`src/rtl/fetch_sequencer_if.sv`:
```
// Fetch sequencer bus: program-counter link, instruction-memory read port and decoder handshake.
// The master side is the sequencer; the slave side is the surrounding counter/memory/decoder.
interface fetch_sequencer_if #(
    parameter int ADDR_WIDTH = 8,
    parameter int DATA_WIDTH = 8
);
    logic                  run;
    logic [ADDR_WIDTH-1:0] pc;
    logic                  pc_inc;
    logic                  flush;
    logic [ADDR_WIDTH-1:0] mem_addr;
    logic                  mem_rd;
    logic                  mem_ack;
    logic [DATA_WIDTH-1:0] mem_data;
    logic [DATA_WIDTH-1:0] instr;
    logic                  instr_valid;
    logic                  instr_ready;
    logic                  busy;
    logic                  fetch_err;

    modport master (
        input  run, pc, flush, mem_ack, mem_data, instr_ready,
        output pc_inc, mem_addr, mem_rd, instr, instr_valid, busy, fetch_err
    );

    modport slave (
        output run, pc, flush, mem_ack, mem_data, instr_ready,
        input  pc_inc, mem_addr, mem_rd, instr, instr_valid, busy, fetch_err
    );
endinterface

```
`src/rtl/fetch_sequencer.sv`:
```
// Instruction fetch sequencer: PC sample -> memory req/ack read -> valid/ready handoff to decoder.
// Optional WAIT timeout with sticky fetch_err is enabled by defining FETCH_TIMEOUT_EN.
module fetch_sequencer #(
    parameter int ADDR_WIDTH = 8,
    parameter int DATA_WIDTH = 8,
    parameter int TIMEOUT    = 15
) (
    input  logic              clk,
    input  logic              reset,
    fetch_sequencer_if.master bus
);
    typedef enum logic [1:0] {S_IDLE, S_REQ, S_WAIT, S_HOLD} state_t;

    state_t                r_state;
    state_t                w_next;
    logic [ADDR_WIDTH-1:0] r_mem_addr;
    logic                  r_mem_rd;
    logic [DATA_WIDTH-1:0] r_instr;
    logic                  r_instr_valid;
    logic                  r_pc_inc;
    logic                  r_discard;
    logic                  w_timeout;
    logic                  w_err_block;
    logic                  w_accept;
    logic                  w_drop;
    logic                  w_release;

`ifdef FETCH_TIMEOUT_EN
    localparam int CNT_W = $clog2(TIMEOUT + 1);

    logic [CNT_W-1:0] r_wait_cnt;
    logic             r_fetch_err;

    // Counter holds (WAIT cycles elapsed - 1); an ack in the last allowed cycle still wins.
    assign w_timeout   = (r_state == S_WAIT) && !bus.mem_ack && (r_wait_cnt == CNT_W'(TIMEOUT - 1));
    assign w_err_block = r_fetch_err;

    always_ff @(posedge clk) begin
        if (reset) begin
            r_wait_cnt  <= '0;
            r_fetch_err <= 1'b0;
        end else begin
            if (r_state == S_REQ) begin
                r_wait_cnt <= '0;
            end else if (r_state == S_WAIT) begin
                r_wait_cnt <= r_wait_cnt + 1'b1;
            end
            if (w_timeout) begin
                r_fetch_err <= 1'b1;
            end
        end
    end

    assign bus.fetch_err = r_fetch_err;
`else
    assign w_timeout     = 1'b0;
    assign w_err_block   = 1'b0;
    assign bus.fetch_err = 1'b0;
`endif

    // A flush seen during WAIT (now or earlier) turns the eventual ack into a discard.
    assign w_accept  = (r_state == S_WAIT) && bus.mem_ack && !bus.flush && !r_discard;
    assign w_drop    = (r_state == S_WAIT) && bus.mem_ack && (bus.flush || r_discard);
    assign w_release = (r_state == S_HOLD) && (bus.instr_ready || bus.flush);

    always_ff @(posedge clk) begin
        if (reset) begin
            r_state <= S_IDLE;
        end else begin
            r_state <= w_next;
        end
    end

    always_comb begin
        w_next = r_state;
        case (r_state)
            S_IDLE: begin
                if (bus.run && !w_err_block) begin
                    w_next = S_REQ;
                end
            end
            S_REQ: begin
                w_next = S_WAIT;
            end
            S_WAIT: begin
                if (w_accept) begin
                    w_next = S_HOLD;
                end else if (w_drop) begin
                    w_next = bus.run ? S_REQ : S_IDLE;
                end else if (w_timeout) begin
                    w_next = S_IDLE;
                end
            end
            S_HOLD: begin
                if (w_release) begin
                    w_next = bus.run ? S_REQ : S_IDLE;
                end
            end
            default: w_next = S_IDLE;
        endcase
    end

    always_ff @(posedge clk) begin
        if (reset) begin
            r_mem_addr    <= '0;
            r_mem_rd      <= 1'b0;
            r_instr       <= '0;
            r_instr_valid <= 1'b0;
            r_pc_inc      <= 1'b0;
            r_discard     <= 1'b0;
        end else begin
            r_pc_inc <= w_accept;
            // Address is latched at the end of REQ so the counter has settled after its advance.
            if (r_state == S_REQ) begin
                r_mem_addr <= bus.pc;
                r_mem_rd   <= 1'b1;
            end else if ((r_state == S_WAIT) && (bus.mem_ack || w_timeout)) begin
                r_mem_rd <= 1'b0;
            end
            if (w_accept) begin
                r_instr       <= bus.mem_data;
                r_instr_valid <= 1'b1;
            end else if (w_release) begin
                r_instr_valid <= 1'b0;
            end
            if (r_state == S_WAIT) begin
                if (bus.mem_ack || w_timeout) begin
                    r_discard <= 1'b0;
                end else if (bus.flush) begin
                    r_discard <= 1'b1;
                end
            end
        end
    end

    assign bus.mem_addr    = r_mem_addr;
    assign bus.mem_rd      = r_mem_rd;
    assign bus.instr       = r_instr;
    assign bus.instr_valid = r_instr_valid;
    assign bus.pc_inc      = r_pc_inc;
    assign bus.busy        = (r_state != S_IDLE);
endmodule

```
`src/flat_wrapper.sv`:
```
// flat-port wrapper written by rule: the top's interface ports become plain ports
module fetch_sequencer_flat 
#(
    parameter int ADDR_WIDTH = 8,
    parameter int DATA_WIDTH = 8,
    parameter int TIMEOUT    = 15
)
  (clk, reset, bus_run, bus_pc, bus_flush, bus_mem_ack, bus_mem_data, bus_instr_ready, bus_pc_inc, bus_mem_addr, bus_mem_rd, bus_instr, bus_instr_valid, bus_busy, bus_fetch_err);
  fetch_sequencer_if #(.ADDR_WIDTH(ADDR_WIDTH), .DATA_WIDTH(DATA_WIDTH)) bus_i ();
  input  logic clk;
  input  logic reset;
  input wire logic [$bits(bus_i.run)-1:0] bus_run;
  input wire logic [$bits(bus_i.pc)-1:0] bus_pc;
  input wire logic [$bits(bus_i.flush)-1:0] bus_flush;
  input wire logic [$bits(bus_i.mem_ack)-1:0] bus_mem_ack;
  input wire logic [$bits(bus_i.mem_data)-1:0] bus_mem_data;
  input wire logic [$bits(bus_i.instr_ready)-1:0] bus_instr_ready;
  output wire logic [$bits(bus_i.pc_inc)-1:0] bus_pc_inc;
  output wire logic [$bits(bus_i.mem_addr)-1:0] bus_mem_addr;
  output wire logic [$bits(bus_i.mem_rd)-1:0] bus_mem_rd;
  output wire logic [$bits(bus_i.instr)-1:0] bus_instr;
  output wire logic [$bits(bus_i.instr_valid)-1:0] bus_instr_valid;
  output wire logic [$bits(bus_i.busy)-1:0] bus_busy;
  output wire logic [$bits(bus_i.fetch_err)-1:0] bus_fetch_err;
  assign bus_i.run = bus_run;
  assign bus_i.pc = bus_pc;
  assign bus_i.flush = bus_flush;
  assign bus_i.mem_ack = bus_mem_ack;
  assign bus_i.mem_data = bus_mem_data;
  assign bus_i.instr_ready = bus_instr_ready;
  assign bus_pc_inc = bus_i.pc_inc;
  assign bus_mem_addr = bus_i.mem_addr;
  assign bus_mem_rd = bus_i.mem_rd;
  assign bus_instr = bus_i.instr;
  assign bus_instr_valid = bus_i.instr_valid;
  assign bus_busy = bus_i.busy;
  assign bus_fetch_err = bus_i.fetch_err;
  fetch_sequencer #(.ADDR_WIDTH(ADDR_WIDTH), .DATA_WIDTH(DATA_WIDTH), .TIMEOUT(TIMEOUT)) u_core (.clk(clk), .reset(reset), .bus(bus_i));
endmodule
```
`config.mk`:
```
export PLATFORM = sky130hd
export DESIGN_NAME = fetch_sequencer_flat
export DESIGN_NICKNAME = d
export VERILOG_FILES = /design/src/rtl/fetch_sequencer_if.sv /design/src/rtl/fetch_sequencer.sv /design/src/flat_wrapper.sv
export SDC_FILE = /design/constraint.sdc
export NUM_CORES = 1
export LEC_CHECK = 0
export ABC_AREA = 1
export BUFFER_PORTS_ARGS = -buffer_cell sky130_fd_sc_hd__buf_2
export CORE_MARGIN = 2
export CORE_UTILIZATION = 44
export DETAILED_ROUTE_END_ITERATION = 16
export PLACE_DENSITY = 0.81
export SLEW_MARGIN = 20
export SYNTH_ARGS = -nofsm -noshare
export SYNTH_HDL_FRONTEND = slang
export SYNTH_SLANG_ARGS = --single-unit
export TNS_END_PERCENT = 100
```
`constraint.sdc`:
```
create_clock -name clk -period 1.4 [get_ports clk]
set_input_delay 0.07 -clock clk [delete_from_list [all_inputs] [get_ports clk]]
set_output_delay 0.07 -clock clk [all_outputs]
set_load 0.05 [all_outputs]
```
[Yosys cells after proc, flatten, opt, wreduce, memory -nomap -nowiden]
Index checks and enable logic that the tools add are counted.
Storage, ports and cells
  bits in registers: 22
  latch bits: 0
  RAM bits: 0
  memory bits (read-only): 0
  input port bits: 22
  output and inout port bits: 21
  logic and storage cells: 41
  memories kept: 0
Operators by class
  add/sub/neg operators: 0
  $mul: 0
  divide/modulo/power cells: 0
  magnitude comparators: 0
  equal/unequal tests: 6
  shifts and indexed selects: 0
  muxes and demuxes: 12
  bitwise operators: 0
  reductions and logical operators: 16
Operators with widths (number)
  two-way mux 2 bit: 4
  case mux 2 bit (4 select lines): 1
  nonzero test 2 bit: 4
  two-way mux 1 bit: 7
  logical AND 1 bit: 5
  == test 2 bit (second input constant): 2
  inequality test 3 x 1 -> 1 bit (second input constant): 1
  AND reduction 3 bit: 1
  == test 2 x 1 -> 1 bit (second input constant): 1
  logical NOT 1 bit: 2
  logical NOT 2 bit: 1
  logical OR 1 bit: 2
  inequality test 2 x 1 -> 1 bit (second input constant): 1
  inequality test 2 bit (second input constant): 1
  AND reduction 2 bit: 1

[Logic depth before layout (Yosys ltp)]
  depth in word-level cells: 6
  mapped depth: 6
  depth with buffers taken out: 6

[Worst setup path after synthesis]
OpenSTA, ideal clock, no wires.
  kind: register to register
  from: register u_core.r_state[1]
  to: register u_core.r_instr[0], in the netlist u_core.bus.instr[0]
  library setup time: 0.114 ns
  data arrival time: 0.973 ns
  required time: 1.286 ns
  slack: 0.313 ns
  cell stages (with the launch flop): 7
  buffers on the path: 1
  period minus slack after synthesis: 1.087 ns
  path through: dfxtp_1 inv_2 nor2_4 nand3_4 buf_6 o21bai_2 nor2_1
Between the ends
  cells in the longest elaborated chain, start to end: 4
Ends and longest elaborated chain
  start, declared: RTL line fetch_sequencer.sv:14  | state_t r_state;
  start signal, assigned: RTL line fetch_sequencer.sv:70  | r_state <= w_next;
  == test 2 bit: RTL line fetch_sequencer.sv:62  | assign w_accept = (r_state == S_WAIT) && bus.mem_ack && !bus.flush && !r_discard;
  logical AND 1 bit (3 in series): RTL line fetch_sequencer.sv:62
  end signal, assigned: RTL line fetch_sequencer.sv:121  | r_instr <= bus.mem_data;
  end, declared: RTL line fetch_sequencer.sv:18  | logic [DATA_WIDTH-1:0] r_instr;
Every way passes these cells.
A chain may end at the register's enable or synchronous reset.

[Worst setup path in the final report]
  from: register u_core.r_state[0]
  to: output port bus_busy
Between the ends
  cells in the longest elaborated chain, start to end: 1
Ends and longest elaborated chain
  nonzero test 2 bit: RTL line fetch_sequencer.sv:141  | assign bus.busy = (r_state != S_IDLE);
  end, declared: RTL line flat_wrapper.sv:23  | output wire logic [$bits(bus_i.busy)-1:0] bus_busy;
Every way passes these cells.

==> results.md <==
- Status: completed
- Worst Skew: roughly 0.00086 ns
- Yosys reg bits: 22
- FF-to-FF setup slack: 0.20 ns
- Root Buffer: clkbuf_4
- Skew-Pair Late Insertion Delay: 0.31 ns
- Area of the multi-input gates: 404 µm²
- Sinks on Clock Net: 22
- WHS Path Cells: 3
- Worst r2r path cells: 6
- Worst Path Arrival: 1.15 ns
- CTS buffer count: 3
- Minimum clock period: 1.22 ns
- Hold Vio Cnt, Final: 0
- Die Area: 2430 µm²
- Period utilization: 87.4%
- Routed WL: 1.98 mm
- Mux contribution to synthesized area: 0%
- FF/Latch Area: between 400 and 500 µm²
- Worst path max stage delay: 0.44 ns
- Commonest non-fill, non-tap cell in the layout: buf_2
- Commonest cells after routing, fill and taps aside: buf_2, nor2_1, dfxtp_1, o21ai_0
- PD cells: 1320 nW/µm²
- Gate Count Post-Synth: 112
- Placed insts: 177
- Congestion Overflow GR: 0
- Class of the worst hold path: in2reg
- Setup bufs post-CTS: 0
- Max_cap viols: 0
- Synthesized-area fraction occupied by adder cells: 0%
- Number of routed nets with antenna violations: 0
- Final HPWL DP: 1.47 mm
- Layout cells sized above 1: a little over a third
- DRT Pass-1 Iters: 4
- Area of the mapped netlist: 901 µm²
- Max Fanout on Critical Path: 5
- I/O Pins: 43
- DR vias: between 800 and 900
- Net Switching: 0.653 mW
- Area grow syn2layout: 35.6%
- Yosys warnings: 0
- Vias in the first global route: 835
- Drt first-iter violations: 6
- HP Start: bus_mem_data[6]
- Crit end category: primary output
- Starting utilization of the core area: 46.4%
- Die Wd: a little under 50 µm
- Seq/Total Area, Yosys: 48.9%
- First-pass GRT wire length: 3.34 mm
- Fin. max-slew vios: 0
- Clock power share: 17.3%
- Row count: 16
- WP data required: ~1.3 ns
- Vias per cell: 4.61
- R2r endpoint: u_core.bus.instr[2]
- Worst Hold Endpoint: u_core.bus.instr[6]
- Antenna fix cells: 0
- Drc violations: 0
- Fin cells: 188
- CP cell instances: nor2_1, inv_1, buf_2
- Cell internal pwr: 0.962 mW
- CP Launch Type: flip-flop
- Synth Net Count: 134
- Xor and xnor area share after synthesis: 0%
- Cell variety after synth: 15
- Initial antenna violation count: 0
- Power Total: 1.62 mW
- Synth Area in Compound Gates: 18.3%
- Clock transition at the registers of the reported paths: 0.11 ns
- Die height: about 50 µm
- Largest net degree at the start of global routing: 14
- Post-Synth Simple-Gate Area: 26.1%
- Combinational share of power: approximately 36%
- CORE AREA: 1940 µm²
- Avg Inst Size Synth: 8.04 µm²
- GP Congestion: 0.746
- Slowest-stage cell, CP: dfxtp_1
- Setup CP Type: reg2out
- Max rail drop VDD: approximately 690 µV
- Layout fillers: 176
- Nets: 185
- Largest family of logic cells by synthesized area: simple AND/OR/NAND/NOR gates
- TNS Setup: 0 ns
- RSZ-0062 raised after global routing: false
- Hold_ws: 0.00581 ns
- Max Freq: 817 MHz
- Worst reg2reg startpoint: u_core.r_state[1]
- # H-tree levels: 1
- GRT Total Usage: 17.9%
- Reg power frac: 46.3%
- DR WL/cell: 10.6 µm
- CTS tree: done
- Switching part of the total: 40.4%
- Final setup viols: 0
- I/O Buffers: 41
- Leakage: between 0.6 and 0.7 nW
- Clk buf depth: 2
==> final cells by class <==
cell class | instances | area share (%)
clock buffer | 3 | 1.84
tap | 27 | 2.77
inverter | 9 | 2.77
timing repair buffer | 49 | 23.4
multi-input combinational | 78 | 33.1
sequential | 22 | 36.2
==> cell families (layout without fill, tap and decap cells) <==
logic type | count (synthesis) | in the layout
AND/OR/NAND/NOR | 54 | 54
flip-flops | 22 | 22
other | 1 | 1
buffers and inverters | 12 | 61
AO/OA/AOI/OAI | 23 | 23
==> metrics by stage <==
step,setup WS (ns),utilization (%),area (µm²)
after floorplan,0.313,-,901
after global placement,0.226,57.5,1120
after detailed placement,0.115,57.5,1120
after CTS,0.0900,62.8,1220
after global routing,0.0897,62.9,1220
final,0.177,62.9,1220
==> metal layers <==
metal | vias to the layer above | wire, µm | GRT usage [%]
li1 | 449 | - | -
met1 | 383 | 762 | 17.8
met2 | 31 | 1060 | 34.7
met3 | 3 | 119 | 3.37
met4 | 0 | 38 | 8.57
met5 | - | 0 | 0
==> worst max-delay path: cells and delay by family, from the launching register on <==
family        cells  cell delay [ns]
buf+inv           2             0.31
simple gates      1             0.11
flops             1             0.44
==> cell usage after synthesis (all sizes together) <==
cell	instances	area share, %
nor2	42	19
dfxtp	22	49
o21ai	11	6.1
inv	9	3.7
nand2	8	3.3
o21bai	8	10
a21oi	4	2.2
nand3	4	3.6
buf	2	2.1
clkbuf	1	0.42
conb	1	0.42
==> power by group through the flow <==
| stage | clock [mW] | sequential (mW) | combinational (mW) |
|---|---|---|---|
| floorplan | 0 | 0.973 | 0.226 |
| global route | 0.310 | 0.761 | 0.636 |
| global placement | 0 | 0.759 | 0.566 |
| detailed placement | 0 | 0.761 | 0.575 |
| finish | 0.279 | 0.748 | 0.588 |
| CTS | 0.294 | 0.748 | 0.592 |
==> what timing repair did <==
item / in CTS / in global routing
endpoints found under the setup margin: 0 / 2
endpoints found under the hold margin: 8 / 0
hold buffers: 8 / 0
resized for setup: 0 / 1
==> registers in the layout, summed over array words and instances, names as in the netlist <==
register                count
u_core.r_discard            1
u_core.bus.mem_rd           1
u_core.r_state              2
u_core.bus.instr            8
u_core.bus.mem_addr         8
u_core.bus.pc_inc           1
u_core.bus.instr_valid      1
==> worst max path at each step <==
stage,slack [ns],cells past startpoint,from,endpoint
final,0.18,3,u_core.r_state[0],bus_busy
after global routing,0.09,6,u_core.r_state[1],u_core.bus.instr[1]
after CTS,0.09,6,u_core.r_state[1],u_core.bus.instr[2]
after detailed placement,0.12,6,u_core.r_state[1],u_core.bus.instr[2]
after global placement,0.23,6,u_core.r_state[1],u_core.bus.instr[4]
after floorplan,0.31,6,u_core.r_state[1],u_core.bus.instr[0]
(Power assumes the default switching activity.)
